<file path="src/rtl/memory_writeback_skid_register.sv">
// MEM/WB pipeline register with a two-entry skid buffer.
// Registered ready, flush, x0 write suppression and write-back data mux.
module memory_writeback_skid_register #(
    parameter int DATA_WIDTH     = 32,
    parameter int REG_ADDR_WIDTH = 5
) (
    input  logic                      clock,
    input  logic                      reset,
    input  logic                      flush,
    input  logic                      inValid,
    output logic                      inReady,
    input  logic                      writeBackFromMemoryOrAlu,
    input  logic [DATA_WIDTH-1:0]     memoryReadData,
    input  logic [DATA_WIDTH-1:0]     aluData,
    input  logic [REG_ADDR_WIDTH-1:0] destinationRegister,
    input  logic                      registerWriteEnable,
    output logic                      outValid,
    input  logic                      outReady,
    output logic                      writeBackFromMemoryOrAluOut,
    output logic [DATA_WIDTH-1:0]     memoryReadDataOut,
    output logic [DATA_WIDTH-1:0]     aluDataOut,
    output logic [DATA_WIDTH-1:0]     writeBackDataOut,
    output logic [REG_ADDR_WIDTH-1:0] destinationRegisterOut,
    output logic                      registerWriteEnableOut,
    output logic [1:0]                occupancy
);

    typedef struct packed {
        logic                      sel;
        logic [DATA_WIDTH-1:0]     mem;
        logic [DATA_WIDTH-1:0]     alu;
        logic [REG_ADDR_WIDTH-1:0] rd;
        logic                      we;
    } entry_t;

    entry_t main_q, main_d;
    entry_t skid_q, skid_d;
    entry_t in_entry;
    logic   main_valid_q, main_valid_d;
    logic   skid_valid_q, skid_valid_d;
    logic   in_ready_q;
    logic [1:0] occupancy_q;
    logic   accept;
    logic   release_head;

    assign accept       = inValid & in_ready_q;
    assign release_head = main_valid_q & outReady;

    // Pack the incoming entry; writes to x0 are dropped at capture.
    always_comb begin
        in_entry     = '0;
        in_entry.sel = writeBackFromMemoryOrAlu;
        in_entry.mem = memoryReadData;
        in_entry.alu = aluData;
        in_entry.rd  = destinationRegister;
        in_entry.we  = registerWriteEnable & (destinationRegister != '0);
    end

    // Next-state selection for the main and skid slots.
    always_comb begin
        main_d       = main_q;
        skid_d       = skid_q;
        main_valid_d = main_valid_q;
        skid_valid_d = skid_valid_q;
        if (flush) begin
            main_valid_d = 1'b0;
            skid_valid_d = 1'b0;
        end else if (!main_valid_q) begin
            if (accept) begin
                main_d       = in_entry;
                main_valid_d = 1'b1;
            end
        end else if (!skid_valid_q) begin
            if (accept && release_head) begin
                main_d = in_entry;
            end else if (accept) begin
                skid_d       = in_entry;
                skid_valid_d = 1'b1;
            end else if (release_head) begin
                main_valid_d = 1'b0;
            end
        end else if (release_head) begin
            main_d       = skid_q;
            skid_valid_d = 1'b0;
        end
    end

    // State registers; ready and occupancy derive from the next state.
    always_ff @(posedge clock or negedge reset) begin
        if (!reset) begin
            main_q       <= '0;
            skid_q       <= '0;
            main_valid_q <= 1'b0;
            skid_valid_q <= 1'b0;
            in_ready_q   <= 1'b1;
            occupancy_q  <= 2'd0;
        end else begin
            main_q       <= main_d;
            skid_q       <= skid_d;
            main_valid_q <= main_valid_d;
            skid_valid_q <= skid_valid_d;
            in_ready_q   <= ~skid_valid_d;
            occupancy_q  <= {1'b0, main_valid_d} + {1'b0, skid_valid_d};
        end
    end

    assign inReady                     = in_ready_q;
    assign occupancy                   = occupancy_q;
    assign outValid                    = main_valid_q;
    assign writeBackFromMemoryOrAluOut = main_q.sel;
    assign memoryReadDataOut           = main_q.mem;
    assign aluDataOut                  = main_q.alu;
    assign writeBackDataOut            = main_q.sel ? main_q.mem : main_q.alu;
    assign destinationRegisterOut      = main_q.rd;
    assign registerWriteEnableOut      = main_q.we & main_valid_q;

endmodule

</file>
<file path="config.mk">
export PLATFORM = sky130hd
export DESIGN_NAME = memory_writeback_skid_register
export DESIGN_NICKNAME = d
export VERILOG_FILES = /design/src/rtl/memory_writeback_skid_register.sv
export SDC_FILE = /design/constraint.sdc
export NUM_CORES = 1
export LEC_CHECK = 0
export ABC_AREA = 1
export ABC_CLOCK_PERIOD_IN_PS = 1500
export BUFFER_PORTS_ARGS = -buffer_cell sky130_fd_sc_hd__clkbuf_2
export CORE_MARGIN = 8
export CORE_UTILIZATION = 40
export CTS_CLUSTER_DIAMETER = 80
export DETAILED_ROUTE_END_ITERATION = 12
export GPL_TIMING_DRIVEN = 0
export PLACE_DENSITY = 0.73
export SETUP_SLACK_MARGIN = 0.02
export SKIP_CTS_REPAIR_TIMING = 1
export SKIP_LAST_GASP = 1
export SYNTH_ARGS = -nofsm -noshare
export SYNTH_HDL_FRONTEND = slang
export SYNTH_SLANG_ARGS = --single-unit
export TNS_END_PERCENT = 100
</file>
<file path="constraint.sdc">
create_clock -name clock -period 1.5 [get_ports clock]
set_clock_uncertainty 0.15 [all_clocks]
set_input_delay 0.3 -clock clock [delete_from_list [all_inputs] [get_ports clock]]
set_output_delay 0.3 -clock clock [all_outputs]
set_load 0.05 [all_outputs]
</file>
==> flow_summary.toml <==
[global_route]
grt_first_pass_wirelength_um = 34500
first_global_vias = 6592
grt_antenna_before_repair = 2
grt.total_usage_pct = 19.7
grt_overflow_total = 0
grt_max_degree = 78

[flow_run]
cap_violations = 0

[synth]
synth_area_leader_cell = "dfrtp_1"
synthCells = 928
number_of_enable_type_register_cells_in_the_synthesized_netlist = 0
seq_area_frac_synth_pct = 50.8
synth.net_count = 1005
yosys.cell_types.count = 22
netlist.area_leader.share_pct = 50.4
synth_top_cells_by_area = "dfrtp_1 50%, nand2_1 15%, buf_4 7.8%, o21ai_0 7.2%, inv_1 5.5%"
synth.most_common_cell = "nand2_1"
synthesis_warnings = 0
dominantRegCellSynth = "dfrtp_1"
avgSynthCellArea_um2 = 7.81
async_reset_ff_share_pct = 100
synthesis.area_mm2 = 0.00725
synth-seq-cells = 147
synth.cells.most_frequent = "294 x nand2_1, 146 x dfrtp_1, 106 x inv_1"

[outcome]
run_status = "finished with violations"
failing_checks = "negative hold slack, negative setup slack"

[clocking]
cts_inserted_buffers = 17
insertion_delay_ns = 0.43
cts-root-buf = "clkbuf_16"
cts.reportedPaths.clkPinSlew_ns = 0.06
cts.sink_count = 147
cts_tree = "built"
htree_num_levels = 4
cts-root-to-sink-buffers = 2

[detailed_routing]
detailroute.via_count = 7588
drc = 0
detail_route.first_pass.iterations = 6
route.detailed.vias_per_inst = 5.18
detail_route.wl_per_cell_um = 20.1
wl_um = 29400
antenna_left = 0
detail_route.iter0.violations = 561

[setup_path]
critPathTopFamily = "buffers and inverters"
slowest_stage = "dfrtp_2"
worst_ep_arrival_time_ns = 1.61
cp-end-kind = "output pin"
worstPathCellList = "clkbuf_16 -> buf_6 -> nand2_1 -> o21ai_4 -> buf_6"
r2r_cells = 8
path_class = "register to output pin"
reg2reg_slack_ns = -0.41
timing.critical_path.from_type = "register"
cp.depth = 5
cp_common_cell = "buf_6"
critPathMaxStageDelay_ns = 0.39
critical_path.n_buffers_inverters = 3
critPathMaxFanout = 10
cp_data_required_time_ns = 1.05

[finish]
layout-drive-gt1-share_pct = 52.7
finish.net_count = 1297
filler_cell_count = 1103
layout-area-overhead-vs-synth_pct = 82.1

[floorplan]
initial_core_util_pct = 40.5
die_area_mm2 = 0.0227
core_region_area_mm2 = 0.0179
die-width_um = 151
io_pins = 183
num_rows = 49
chipHeight_um = 151

[power]
power_switching_share_pct = 40.8
seqPwrFrac_pct = 27.8
clock_power_share_pct = 21.8
vdd_ir_drop_max_mv = 1.10
total_power_mw = 21.4
power.share.combinational_pct = 50.4
internal_power_mw = 12.7
cellLeakagePower_nw = 6.62
power_per_cell_area_mw_per_mm2 = 1620
power.net_switching_mw = 8.71

[timing]
drv_slew = 0
holdWs_ns = -0.261
setup_viol = 245
post-route-min-period_ns = 2.06
maxClockFrequency_mhz = 486
rsz0062_at_grt = "yes"
slew_of_the_pin_with_the_lowest_slew_margin_ns = 0.612
timing.final.hold_violations = 75
final_clock_period_utilization_by_the_worst_path_pct = 137
max_slew_margin_pct = 59.2
final.setup.worst_slack_ns = -0.557

[placement]
place_worst_setup_slack_ns = -0.704
dpl.hpwl_um = 16100
io_buffers = 182
gp_congestion = 0.805

[worst_hold_path]
worst_hold_path_type = "input port to asynchronous set/reset pin"
[final cells by class]
class	instances	area [um^2]	share of cell area [%]
diodes	2	5.00	0.0379
plain buffers	116	1400	10.6
clock buffers	19	453	3.43
clock inverters	13	183	1.38
inverters	109	419	3.18
multi-input cells	553	3690	28.0
flip-flops and latches	147	3690	28.0
well taps	229	287	2.17
repair buffers	276	3070	23.3
[flip-flops by register name, indices dropped and copies added, names as in the netlist]
signal and cells:
aluDataOut 32, inReady 1, skid_valid_q 1, destinationRegisterOut 5, outValid 1, main_q 1, skid_q 71, memoryReadDataOut 32
occupancy 2, writeBackFromMemoryOrAluOut 1
[kinds of logic after synthesis]
logic type      count (synthesis)  synth area share [%]
compound gates                208                  14.5
fa+ha+maj                       1                 0.173
buf+inv                       229                  16.4
flops                         147                  50.8
simple gates                  343                  18.2
[routing by layer]
layer,part of all wire (%),vias up,track usage (%)
li1,-,3417,-
met1,38,3756,25.1
met2,52,340,32.0
met3,6.7,75,4.42
met4,3.3,0,7.57
met5,0,-,0
[power by group through the flow]
stage          Sequential, mW  Combinational (mW)  Clock, mW
2_1_floorplan            5.58                5.91          0
3_3_place_gp             5.66                7.33          0
3_5_place_dp             5.69                7.43          0
4_1_cts                  5.63                7.45       4.64
5_1_grt                  6.02                11.2       4.85
6_report                 5.93                10.8       4.66
[worst paths after layout]
check,start,endpoint
max,writeBackFromMemoryOrAluOut$_DFFE_PN0P_,writeBackDataOut[26]
min,reset,occupancy[0]$_DFF_PN0_
max reg2reg,inReady$_DFF_PN1_,aluDataOut[0]$_DFFE_PN0P_
min reg2reg,skid_q[65]$_DFFE_PN0P_,skid_q[65]$_DFFE_PN0P_
max in group asynchronous,reset,memoryReadDataOut[13]$_DFFE_PN0P_
min in group clock,aluData[21],skid_q[27]$_DFFE_PN0P_
[stage by stage]
stage	area (um^2)	TNS, ns	cells	utilization, %	hold slack [ns]
6_report	13200	-63.90	1464	73.7	-0.261
2_1_floorplan	7970	-34.19	928	-	-0.146
4_1_cts	9840	-83.81	1372	54.9	-0.243
5_1_grt	13200	-74.43	1464	73.7	-0.222
3_5_place_dp	9200	-56.08	1340	51.4	0.209
3_3_place_gp	9170	-440.27	1339	51.2	0.310
[placed cells by master, fill, tap and decap left out, drive strengths merged]
cell type	instances
nand2	296
or2	1
clkinv	5
inv	109
dfrtp	146
nor2	41
nand3	6
clkinvlp	4
dlygate4sd3	38
diode	2
clkbuf	129
dfstp	1
ha	1
o21ai	173
a21oi	34
o21bai	1
bufinv	4
buf	244
Power figures use the tool's default switching activity.
